--- src/rtl/wave_mult_arb.sv ---
// Round-robin sequencer sharing one registered DW x DW multiplier between NREQ requesters.
// Define WAVE_MULT_ARB_FIXPRIO_EN for fixed lowest-index-wins priority instead of round robin.
module wave_mult_arb #(
  parameter int unsigned DW   = 16,
  parameter int unsigned NREQ = 2,
  parameter int unsigned MLAT = 16
) (
  input  logic                 clk,
  input  logic                 rst,
  input  logic                 enable,
  input  logic [NREQ-1:0]      req,
  input  logic [NREQ*DW-1:0]   opa,
  input  logic [NREQ*DW-1:0]   opb,
  output logic [NREQ-1:0]      gnt,
  output logic                 mul_en,
  output logic [DW-1:0]        mul_a,
  output logic [DW-1:0]        mul_b,
  input  logic [2*DW-1:0]      mul_y,
  output logic [2*DW-1:0]      res,
  output logic [NREQ-1:0]      res_vld,
  output logic                 busy
);

  localparam int unsigned IW = (NREQ > 1) ? $clog2(NREQ) : 1;
  localparam int unsigned CW = $clog2(MLAT + 1);
  localparam logic [IW:0] NREQ_W = (IW+1)'(NREQ);

  typedef enum logic [1:0] {IDLE, RUN, DONE} state_e;

  state_e               state_q;
  logic [IW-1:0]        owner_q;
  logic [CW-1:0]        cnt_q;
  logic [NREQ-1:0]      gnt_q;
  logic                 mul_en_q;
  logic [DW-1:0]        mul_a_q;
  logic [DW-1:0]        mul_b_q;
  logic [2*DW-1:0]      res_q;
  logic [NREQ-1:0]      res_vld_q;
  logic                 busy_q;

  logic [IW-1:0]        base;
  logic [NREQ-1:0]      rot;
  logic                 win_vld;
  logic [IW:0]          win_sum;
  logic [IW-1:0]        win_idx;
  logic [NREQ-1:0]      win_oh;
  logic [NREQ-1:0]      owner_oh;
  logic [DW-1:0]        win_a;
  logic [DW-1:0]        win_b;

`ifdef WAVE_MULT_ARB_FIXPRIO_EN
  assign base = '0;
  assign rot  = req;
`else
  logic [IW-1:0]        ptr_q;
  logic [IW-1:0]        ptr_d;

  // Rotate so that bit 0 of rot is the requester at ptr; search then runs upward with wrap.
  assign base  = ptr_q;
  assign rot   = NREQ'({req, req} >> ptr_q);
  assign ptr_d = (owner_q == IW'(NREQ - 1)) ? '0 : owner_q + 1'b1;
`endif

  always_comb begin
    win_vld = 1'b0;
    win_sum = '0;
    for (int unsigned i = 0; i < NREQ; i++) begin
      if (!win_vld && rot[i]) begin
        win_vld = 1'b1;
        win_sum = {1'b0, base} + (IW+1)'(i);
      end
    end
    win_idx = (win_sum >= NREQ_W) ? IW'(win_sum - NREQ_W) : IW'(win_sum);
  end

  assign win_oh   = NREQ'(1) << win_idx;
  assign owner_oh = NREQ'(1) << owner_q;
  assign win_a    = DW'(opa >> (win_idx * DW));
  assign win_b    = DW'(opb >> (win_idx * DW));

  always_ff @(posedge clk or posedge rst) begin
    if (rst) begin
      state_q   <= IDLE;
      owner_q   <= '0;
      cnt_q     <= '0;
      gnt_q     <= '0;
      mul_en_q  <= 1'b0;
      mul_a_q   <= '0;
      mul_b_q   <= '0;
      res_q     <= '0;
      res_vld_q <= '0;
      busy_q    <= 1'b0;
`ifndef WAVE_MULT_ARB_FIXPRIO_EN
      ptr_q     <= '0;
`endif
    end else begin
      gnt_q     <= '0;
      mul_en_q  <= 1'b0;
      res_vld_q <= '0;
      case (state_q)
        IDLE: begin
          if (enable && win_vld) begin
            owner_q  <= win_idx;
            mul_a_q  <= win_a;
            mul_b_q  <= win_b;
            gnt_q    <= win_oh;
            mul_en_q <= 1'b1;
            cnt_q    <= CW'(MLAT);
            busy_q   <= 1'b1;
            state_q  <= RUN;
          end
        end
        RUN: begin
          cnt_q <= cnt_q - 1'b1;
          if (cnt_q == CW'(1)) begin
            res_q     <= mul_y;
            res_vld_q <= owner_oh;
`ifndef WAVE_MULT_ARB_FIXPRIO_EN
            ptr_q     <= ptr_d;
`endif
            state_q   <= DONE;
          end
        end
        DONE: begin
          busy_q  <= 1'b0;
          state_q <= IDLE;
        end
        default: state_q <= IDLE;
      endcase
    end
  end

  assign gnt     = gnt_q;
  assign mul_en  = mul_en_q;
  assign mul_a   = mul_a_q;
  assign mul_b   = mul_b_q;
  assign res     = res_q;
  assign res_vld = res_vld_q;
  assign busy    = busy_q;

endmodule
--- config.mk ---
export PLATFORM = sky130hd
export DESIGN_NAME = wave_mult_arb
export DESIGN_NICKNAME = d
export VERILOG_FILES = /design/src/rtl/wave_mult_arb.sv
export SDC_FILE = /design/constraint.sdc
export NUM_CORES = 1
export LEC_CHECK = 0
export BUFFER_PORTS_ARGS = -buffer_cell sky130_fd_sc_hd__buf_4
export CAP_MARGIN = 25
export CORE_AREA = 3 3 89 91
export DETAILED_ROUTE_END_ITERATION = 12
export DIE_AREA = 0 0 92 94
export PLACE_DENSITY = 0.86
export SETUP_SLACK_MARGIN = 0.02
export SLEW_MARGIN = 30
export SYNTH_ARGS = -nofsm -noshare
export SYNTH_HDL_FRONTEND = slang
export SYNTH_SLANG_ARGS = --single-unit
--- constraint.sdc ---
create_clock -name clk -period 3.3 [get_ports clk]
set_input_delay 0 -clock clk [delete_from_list [all_inputs] [get_ports clk]]
set_output_delay 0 -clock clk [all_outputs]
set_load 0.01 [all_outputs]
==> flow_summary.json, run 1 <==
{
  "firstDrtPassIters": 4,
  "status": "finished clean",
  "post_dp_cell_area_mm2": 0.00478,
  "die_h_um": 94,
  "total_power_mw": 4.35,
  "clock.fmax_mhz": 529,
  "use_met1_pct": 31.0,
  "core-area_mm2": 0.00721,
  "rows": 31,
  "cp-startpoint": "cnt_q[1]",
  "clk_path_buf_depth": 2,
  "reg2reg_slack_ps": 1410,
  "die_area_mm2": 0.00865,
  "cts-resized-gates": 0,
  "grt_pass1_wl_um": 16900,
  "use_met3_pct": 7.21,
  "drt_iter0_drc": 111,
  "routedWlPerCell_um": 17.6,
  "final_area_mm2": 0.00562,
  "numCtsBuffers": 9,
  "relSlewSlack_pct": 51.7,
  "n_antenna_cell": 0,
  "p_leak_nw": 2.80,
  "start_kind": "register",
  "r2r_cells": 5,
  "drv_slew": 0,
  "max_cap_violations": 0,
  "rsz0062_at_grt": "no",
  "worstSetupPathType": "reg -> reg",
  "tns_ps": 0,
  "hold_class": "in -> reg",
  "finalSetupViolations": 0,
  "overflow": 0,
  "grt_max_degree": 52,
  "setup.worst_path.end": "res[10]",
  "ys_warn_count": 0,
  "cts_hold_buf": 65,
  "grt-busiest-layer": "met2",
  "synth_top_area_share_pct": 56.8,
  "dp_hpwl_um": 6420,
  "syn_nets": 375,
  "wl_um": 10600,
  "synth.area.top_cells": "dfrtp_1, mux2_4, a221o_1, nor3_1, nand2_1",
  "drc": 0,
  "clock_sinks": 79,
  "track_usage_pct": 25.0,
  "cts.clk_slew.worst_paths_ps": 80,
  "synth_seq_area_share_pct": 56.8,
  "fin_nets": 603,
  "worstPathRequired_ps": 3510,
  "vias_per_cell": 5.27,
  "placedCellCount": 523,
  "critPathMaxFanout": 34,
  "place_congestion": 0.816,
  "antenna_left": 0,
  "ioPinCount": 171,
  "p_per_area_mw_per_mm2": 774,
  "die_x_um": 92,
  "vias": 3185,
  "r2r_start": "cnt_q[1]",
  "cts_tree": "yes",
  "finalHoldViolCount": 0,
  "ir_drop_v": 0.000416,
  "cts_root_buf": "clkbuf_8",
  "insertion_delay_ps": 340,
  "antenna_found_initial": 0,
  "arrival_ps": 2100,
  "synth-seq-cells": 79,
  "worst_pin_slew_ps": 724,
  "end_kind": "register",
  "r2r_end": "res[10]",
  "fillerInstances": 469,
  "grt_pass1_vias": 3322,
  "io_buffers": 170,
  "cts_setup_buffers": 0,
  "synth.distinct_cells": 29,
  "initial_utilization_pct": 48.2,
  "synth.avg_cell_area_um2": 12.8,
  "fin_crit_sh_pct": 57.2,
  "met2_usage_pct": 42.6,
  "syn_inst": 272,
  "skew_ps": 11.3,
  "drive_above_1_share_pct": 45.5,
  "synth_area_mm2": 0.00348,
  "synth_largest_area_cell": "dfrtp_1",
  "layoutNonFillerInstCount": 604,
  "area_growth_pct": 61.4,
  "period_minus_slack_ps": 1890,
  "h-tree-depth": 3
}
-- sequential cells by signal, indices dropped and copies added, names as in the netlist --
| name | count |
|---|---|
| busy | 1 |
| gnt | 2 |
| cnt_q | 5 |
| mul_a | 16 |
| res | 32 |
| mul_en | 1 |
| res_vld | 2 |
| base | 1 |
| owner_q | 1 |
| state_q | 2 |
| mul_b | 16 |
-- metrics by stage --
step	hold slack (ps)	setup WS [ps]	utilization (%)
after global routing	61.4	1230	77.9
after global placement	177	1350	66.2
after detailed placement	201	1410	66.2
after CTS	30.0	1410	77.9
final	50.1	1410	77.9
after floorplan	145	1280	-
-- report_power, final --
part	internal [mW]	total (mW)	switching, mW
combinational	1.15	1.94	0.786
clock	0.347	0.687	0.340
sequential	1.41	1.73	0.313
-- routing by layer --
| layer | wire, um | vias up | part of all wire, % |
|---|---|---|---|
| met4 | 121 | 0 | 1.1 |
| met1 | 4230 | 1545 | 40 |
| met3 | 999 | 12 | 9.4 |
| li1 | - | 1448 | - |
| met5 | 0 | - | 0 |
| met2 | 5300 | 180 | 50 |
-- cells in the mapped netlist --
library cell,instances
a21o_1,2
nor2b_1,2
nand3b_1,1
nor3_1,33
xnor2_1,2
clkbuf_1,7
nor4b_4,1
mux2_2,4
nand2_1,35
o21ai_0,3
a21oi_1,1
nor3b_1,2
and3_1,2
buf_2,9
nor2_1,3
xor2_1,1
nand2b_1,2
buf_6,6
or3b_1,1
ha_1,2
o22ai_1,2
mux2_4,28
inv_1,7
a221o_1,32
a2bb2oi_1,1
nand2_4,1
o21ai_2,1
dfrtp_1,79
nor3b_2,2
-- layout by cell type, fill, tap and decap left out --
cell           synthesis  routed
nor2_1                 3       3
nor4b_4                1       1
nand2_4                1       1
or3b_2                 0       1
clkinv_4               0       1
o21ai_0                3       3
a2bb2oi_1              1       1
nor3b_2                2       2
inv_1                  7       6
clkbuf_8               0       9
nand3b_1               1       1
ha_1                   2       2
clkinvlp_4             0       1
mux2_4                28      28
nand2_1               35      35
nor2b_2                0       1
buf_4                  0     174
xor2_1                 1       1
o21ai_2                1       1
nor3b_1                2       2
a221o_1               32      32
o22ai_1                2       2
xnor2_1                2       2
inv_4                  0       1
nor2b_1                2       1
nand2b_1               2       2
and3_1                 2       1
clkinv_2               0       3
clkbuf_1               7       1
bufinv_16              0       1
nor3_1                33      33
dfrtp_1               79      79
a21oi_1                1       1
a21o_1                 2       2
dlygate4sd3_1          0      65
and3_2                 0       1
mux2_2                 4       4
-- worst max-delay path: stages, from the launching register on --
cell and delay [ps]:
dfrtp_1 400, inv_1 80, ha_1 140, nor4b_4 300, nand2_4 390, mux2_4 430
-- worst min path at each step --
stage | from | endpoint | slack (ps) | cells past startpoint
2_1_floorplan | opa[0] | mul_a[0] | 150 | 1
3_3_place_gp | rst | res[1] | 180 | 2
3_5_place_dp | rst | res[3] | 200 | 2
4_1_cts | opa[21] | mul_a[5] | 30 | 4
5_1_grt | opb[20] | mul_b[4] | 60 | 4
6_report | opa[21] | mul_a[5] | 50 | 4
-- cell families (layout without fill, tap and decap cells) --
family,count (synthesis),after routing,share of synthesized area (%)
compound gates,42,42,11.1
xor+xnor,3,3,0.755
fa+ha+maj,2,2,0.719
buf+inv,29,262,4.74
flops,79,79,56.8
mux,32,32,13.4
simple gates,85,85,12.5
-- final cells by class --
| type | count | area [um^2] | share of cell area, % |
|---|---|---|---|
| repair buffers | 239 | 1960 | 34.8 |
| flip-flops and latches | 79 | 1980 | 35.2 |
| clock inverters | 6 | 61.3 | 1.09 |
| clock buffers | 10 | 128 | 2.27 |
| inverters | 7 | 28.8 | 0.512 |
| well taps | 99 | 124 | 2.20 |
| multi-input cells | 164 | 1340 | 23.9 |
No activity file was read; power rests on OpenSTA's default activity.
==> run 2: changes to the inputs <==
--- a/config.mk
+++ b/config.mk
@@ -5,12 +5,13 @@
 export SDC_FILE = /design/constraint.sdc
 export NUM_CORES = 1
 export LEC_CHECK = 0
+export ABC_AREA = 1
 export BUFFER_PORTS_ARGS = -buffer_cell sky130_fd_sc_hd__buf_4
 export CAP_MARGIN = 25
-export CORE_AREA = 3 3 89 91
+export CORE_AREA = 3 3 97 99
 export DETAILED_ROUTE_END_ITERATION = 12
-export DIE_AREA = 0 0 92 94
-export PLACE_DENSITY = 0.86
+export DIE_AREA = 0 0 100 102
+export PLACE_DENSITY = 0.79
 export SETUP_SLACK_MARGIN = 0.02
 export SLEW_MARGIN = 30
 export SYNTH_ARGS = -nofsm -noshare
==> constraint.sdc (replaced) <==
create_clock -name clk -period 1.7 [get_ports clk]
set_input_delay 0 -clock clk [delete_from_list [all_inputs] [get_ports clk]]
set_output_delay 0 -clock clk [all_outputs]
set_load 0.01 [all_outputs]
==> run 2 against run 1 <==
Synthesized area grew 2.6%; sequential power is 89% higher; largest power group unchanged; count of clock-buffer cells in the layout unchanged; total power rose by 89%; maximum frequency is 21% higher; combinational power up 95%; first-iteration DRC count rose by 86%; sequential cell count did not move; register-to-register slack lost 1300 ps; worst setup slack worse by 1300 ps; non-clock buffer count rose by 38; utilization fell by 7.3 points.
==> flow_summary.json, run 2 <==
{
  "p_per_area_mw_per_mm2": 1350,
  "synth.avg_cell_area_um2": 7.90,
  "initial_utilization_pct": 41.4,
  "tns_ps": 0,
  "synthTopCellsByCount": "nand2_1, dfrtp_1, nand3_1, buf_2, inv_1",
  "period_minus_slack_ps": 1560,
  "use_met1_pct": 31.7,
  "wl_um": 13000,
  "synthFlopType": "dfrtp_1",
  "placedCellCount": 714,
  "grt-busiest-layer": "met2",
  "start_kind": "register",
  "antenna_left": 0,
  "drive_above_1_share_pct": 28.3,
  "insertion_delay_ps": 340,
  "status": "finished clean",
  "worstPathRequired_ps": 1970,
  "fin_nets": 820,
  "synth.area.top_cells": "dfrtp_1, nand2_1, nand3_1, buf_2, inv_1",
  "rows": 34,
  "skew_ps": 14.0,
  "dp_hpwl_um": 6890,
  "area_growth_pct": 70.6,
  "max_cap_violations": 0,
  "arrival_ps": 1830,
  "antenna_found_initial": 0,
  "clock_sinks": 79,
  "path_common_cell": "nand2_1",
  "finalSetupViolations": 0,
  "track_usage_pct": 25.6,
  "cts_setup_buffers": 0,
  "final_common_cell": "nand2_1",
  "finalHoldViolCount": 0,
  "worstSetupPathType": "reg -> reg",
  "drc": 0,
  "cts_root_buf": "clkbuf_8",
  "mostFrequentLayoutCells": "nand2_1, buf_4, dlygate4sd3_1",
  "ir_drop_v": 0.000587,
  "grt_pass1_vias": 4297,
  "overflow": 0,
  "io_buffers": 170,
  "crit_chain": "inv_1 > ha_1 > nand3_2 > nor2_8 > nand2_1 > nand2_1",
  "drt_iter0_drc": 207,
  "synth.distinct_cells": 21,
  "fin_crit_sh_pct": 91.9,
  "cts.clk_slew.worst_paths_ps": 80,
  "n_antenna_cell": 0,
  "syn_nets": 555,
  "synth_area_mm2": 0.00357,
  "place_congestion": 0.834,
  "p_leak_nw": 3.36,
  "path_buf_inv": 1,
  "cts_tree": "yes",
  "die_x_um": 100,
  "clock.fmax_mhz": 640,
  "syn_inst": 452,
  "routedWlPerCell_um": 15.6,
  "vias_per_cell": 4.95,
  "yosysMostFrequentCell": "nand2_1",
  "setup_slack_ps": 137,
  "die_area_mm2": 0.0102,
  "synth_largest_area_cell": "dfrtp_1",
  "clk_path_buf_depth": 2,
  "worst_pin_slew_ps": 540,
  "numCtsBuffers": 9,
  "crit_family": "simple AND/OR/NAND/NOR gates",
  "synth_edf_count": 0,
  "largest_reg_flops": 32,
  "hold_class": "in -> reg",
  "use_met3_pct": 9.49,
  "critPathSlowestCell": "dfrtp_1",
  "relSlewSlack_pct": 63.9,
  "ys_warn_count": 0,
  "synth_top_area_share_pct": 55.4,
  "critPathMaxFanout": 34,
  "cts-resized-gates": 0,
  "synth-seq-cells": 79,
  "ioPinCount": 171,
  "grt_pass1_wl_um": 20800,
  "rsz0062_at_grt": "yes",
  "cp_slowest_stage_delay_ps": 400,
  "core-area_mm2": 0.00864,
  "ys_async_sr_fraction_pct": 100,
  "vias": 4106,
  "die_h_um": 102,
  "firstDrtPassIters": 6,
  "drv_slew": 0,
  "layoutNonFillerInstCount": 829,
  "met2_usage_pct": 40.8,
  "dpl_worst_slack_ps": 155,
  "synth_seq_area_share_pct": 55.4,
  "total_power_mw": 8.22,
  "h-tree-depth": 3,
  "end_kind": "register",
  "grt_max_degree": 57
}
## run 2: cell types whose count changed after synthesis, moves of 4 or more
cell,change
nand2_1,+245
nand3_1,+40
nor3_1,-33
a221o_1,-32
mux2_4,-28
buf_2,+4
mux2_2,-4
## run 2: cells by family after synthesis
kind of cell	share of synthesized area, %
and+or+nand+nor	38.2
DFF	55.4
buffers and inverters	5.26
AOI/OAI and AO/OA	0.280
adders and majority gates	0.701
xor gates and xnor gates	0.245
## run 2: path summary, 6_finish.rpt
path | startpoint | endpoint | slack, ps | depth (start not counted)
worst max-delay path | cnt_q[1] | res[29] | 140 | 6
worst min-delay path | req[1] | mul_en | 120 | 5
worst max register to register | cnt_q[1] | res[29] | 140 | 6
worst min register to register | res[20] | res[20] | 490 | 2
max in group asynchronous | rst | cnt_q[0] | 780 | 4
min in group asynchronous | rst | res[25] | 260 | 3
## run 2: worst reg2reg max path, cell delays in order (launching register included)
cell,delay (ps)
dfrtp_1,400
inv_1,90
ha_1,230
nand3_2,160
nor2_8,380
nand2_1,140
nand2_1,100
## run 2: area by class of cell
cell class / instances / area (um^2)
inverter: 13 / 55.1
clock buffer: 10 / 128
fill: 571 / 2540
sequential: 79 / 1980
timing repair buffer: 277 / 2350
tap: 108 / 135
multi-input combinational: 337 / 1410
clock inverter: 5 / 36.3
## run 2: timing repair
item	in CTS	in global routing
hold buffers	100	0
hold endpoints to repair	89	0
setup endpoints to repair	0	1
## run 2: metrics by stage
stage                     hold slack [ps]  utilization, %  instance area, um^2
after detailed placement             77.8            57.1                 4930
after floorplan                       110               -                 3570
after global routing                  143            70.5                 6090
after global placement               70.4            57.1                 4930
after CTS                             115            70.5                 6090
final                                 122            70.5                 6090
## run 2: per-layer routing
layer	routed length, um	share of wire, %
met2	5910	46
met1	5120	40
met5	0	0
met4	257	2.0
met3	1680	13
## run 2: report_power, final
group	switching, mW	internal (mW)
registers	0.540	2.73
clock network	0.652	0.522
logic	1.96	1.82
==> run 3: changes to the inputs <==
--- a/config.mk
+++ b/config.mk
@@ -5,13 +5,12 @@
 export SDC_FILE = /design/constraint.sdc
 export NUM_CORES = 1
 export LEC_CHECK = 0
-export ABC_AREA = 1
 export BUFFER_PORTS_ARGS = -buffer_cell sky130_fd_sc_hd__buf_4
 export CAP_MARGIN = 25
 export CORE_AREA = 3 3 97 99
 export DETAILED_ROUTE_END_ITERATION = 12
 export DIE_AREA = 0 0 100 102
-export PLACE_DENSITY = 0.79
+export PLACE_DENSITY = 0.78
 export SETUP_SLACK_MARGIN = 0.02
 export SLEW_MARGIN = 30
 export SYNTH_ARGS = -nofsm -noshare
==> run 3 against run 2 <==
First-iteration DRC count decreased by 53%; highest routed layer unchanged; design area decreased by 3.2%; hold slack got worse by 62 ps; critical endpoint is now res[25]; total power is 9.3% higher; die area stayed put; global-route usage down 5.0 points; maximum frequency is 7.2% lower; sequential share of layout area up 1.1 points; clock power is 42% higher; utilization fell by 2.3 points.
==> flow_summary.json, run 3 (synthesis results as in run 1) <==
{
  "clock_power_share_pct": 18.5,
  "clock_sinks": 79,
  "mostFrequentLayoutCells": "buf_4, dfrtp_1, dlygate4sd3_1",
  "finalSetupViolations": 0,
  "h-tree-depth": 3,
  "grt_max_degree": 80,
  "dp_hpwl_um": 6430,
  "drive_above_1_share_pct": 46.4,
  "max_cap_violations": 0,
  "antenna_left": 0,
  "worstSetupPathType": "reg -> reg",
  "tns_ps": 0,
  "track_usage_pct": 20.6,
  "end_kind": "register",
  "vias": 3189,
  "rsz0062_at_grt": "yes",
  "insertion_delay_ps": 330,
  "pwr-share-seq_pct": 37.6,
  "worstPathRequired_ps": 1920,
  "die_x_um": 100,
  "core-area_mm2": 0.00864,
  "p_sw_share_pct": 31.6,
  "crit_family": "simple AND/OR/NAND/NOR gates",
  "start_kind": "register",
  "clk_path_buf_depth": 2,
  "final_common_cell": "buf_4",
  "die_area_mm2": 0.0102,
  "finalHoldViolCount": 0,
  "vias_per_cell": 5.10,
  "reg2reg_slack_ps": 10,
  "skew_ps": 10.6,
  "drc": 0,
  "arrival_ps": 1900,
  "p_per_area_mw_per_mm2": 1520,
  "clock.fmax_mhz": 593,
  "cts_root_buf": "clkbuf_8",
  "holdWs_ps": 60.1,
  "cts.clk_slew.worst_paths_ps": 80,
  "path_buf_inv": 2,
  "rows": 34,
  "critPathMaxFanout": 8,
  "cts_tree": "yes",
  "cp_slowest_stage_delay_ps": 400,
  "routedWlPerCell_um": 17.6,
  "overflow": 0,
  "r2r_start": "cnt_q[1]",
  "setup_slack_ps": 14.8,
  "numCtsBuffers": 9,
  "wl_um": 11000,
  "ir_drop_v": 0.000664,
  "r2r_cells": 6,
  "fin_nets": 615,
  "relSlewSlack_pct": 72.8,
  "largest_reg_flops": 32,
  "firstDrtPassIters": 4,
  "io_buffers": 170,
  "drv_slew": 0,
  "intPower_mw": 6.15,
  "worst_pin_slew_ps": 408,
  "path_depth": 6,
  "power.switching_mw": 2.84,
  "fillerInstances": 580,
  "n_antenna_cell": 0,
  "initial_utilization_pct": 40.3,
  "p_comb_share_pct": 43.9,
  "period_minus_slack_ps": 1690,
  "die_h_um": 102,
  "ioPinCount": 171,
  "grt_pass1_wl_um": 16600,
  "antenna_found_initial": 0,
  "critPathSlowestCell": "dfrtp_1",
  "status": "finished clean",
  "hold_class": "in -> reg",
  "p_leak_nw": 2.93,
  "crit_chain": "inv_2 > ha_4 > nor4b_4 > nand2_4 > clkbuf_16 > mux2_4",
  "grt_pass1_vias": 3366,
  "area_growth_pct": 69.3,
  "place_congestion": 0.848,
  "postLayoutCoreUtil_pct": 68.3,
  "dpl_worst_slack_ps": 55.0,
  "r2r_end": "res[25]",
  "cp-startpoint": "cnt_q[1]",
  "fin_crit_sh_pct": 99.1,
  "setup.worst_path.end": "res[25]",
  "drt_iter0_drc": 97
}
[run 3: changes by cell type in the layout (fill, tap and decap cells not counted), moves of 4 or more]
cell and delta:
dlygate4sd3_1 -34, a221o_1 +32, mux2_2 +4, nor3_1 +33, nand2_1 -245, mux2_4 +28
nand3_1 -40
[run 3: worst min-delay path: cells and delay by family]
family	cells	cell delay, ps
AO/OA/AOI/OAI	1	130
buffers and inverters	1	80
AND/OR/NAND/NOR	2	170
[run 3: stage by stage]
| step | cell area [um^2] | total power, mW | instances |
|---|---|---|---|
| after CTS | 5800 | 8.86 | 620 |
| after global routing | 5890 | 9.50 | 625 |
| after floorplan | 3480 | 5.23 | 272 |
| after global placement | 4900 | 6.94 | 538 |
| final | 5890 | 8.99 | 625 |
| after detailed placement | 4900 | 7.06 | 538 |
[run 3: layout make-up]
type                            instances  area, um^2  area share, %
Multi-Input combinational cell        164        1350           23.0
Tap cell                              108         135           2.29
Clock buffer                           13         149           2.53
Sequential cell                        79        1980           33.6
Clock inverter                          3        90.1           1.53
Inverter                                7        30.0          0.509
Timing Repair Buffer                  251        2160           36.6
[run 3: worst min path at each step]
stage | startpoint | end | slack [ps] | cells past startpoint
floorplan | opa[0] | mul_a[0] | 150 | 1
global placement | rst | mul_b[1] | 150 | 3
detailed placement | rst | res[2] | 160 | 3
CTS | opb[18] | mul_b[2] | 30 | 4
global route | req[1] | gnt[1] | 60 | 2
finish | opb[18] | mul_b[2] | 60 | 4
[run 3: power by group through the flow]
stage | Clock (mW) | Sequential [mW] | Combinational (mW)
after detailed placement | 0 | 3.34 | 3.71
after CTS | 1.69 | 3.34 | 3.82
final | 1.66 | 3.38 | 3.94
after global routing | 1.79 | 3.48 | 4.24
after global placement | 0 | 3.35 | 3.59
after floorplan | 0 | 3.61 | 1.63
[run 3: per-layer routing]
metal	vias to the layer above	wire [um]	GRT usage (%)
met3	9	1010	7.10
met5	-	0	0
met1	1539	4450	24.7
met4	0	107	6.94
li1	1468	-	-
met2	173	5450	34.8
[run 3: what timing repair did]
| action | 4_1_cts | 5_1_grt |
|---|---|---|
| setup endpoints to repair | 0 | 33 |
| hold buffers | 66 | 0 |
| endpoints found under the hold margin | 144 | 0 |
| resized for setup | 0 | 5 |
| buffers inserted | 0 | 2 |
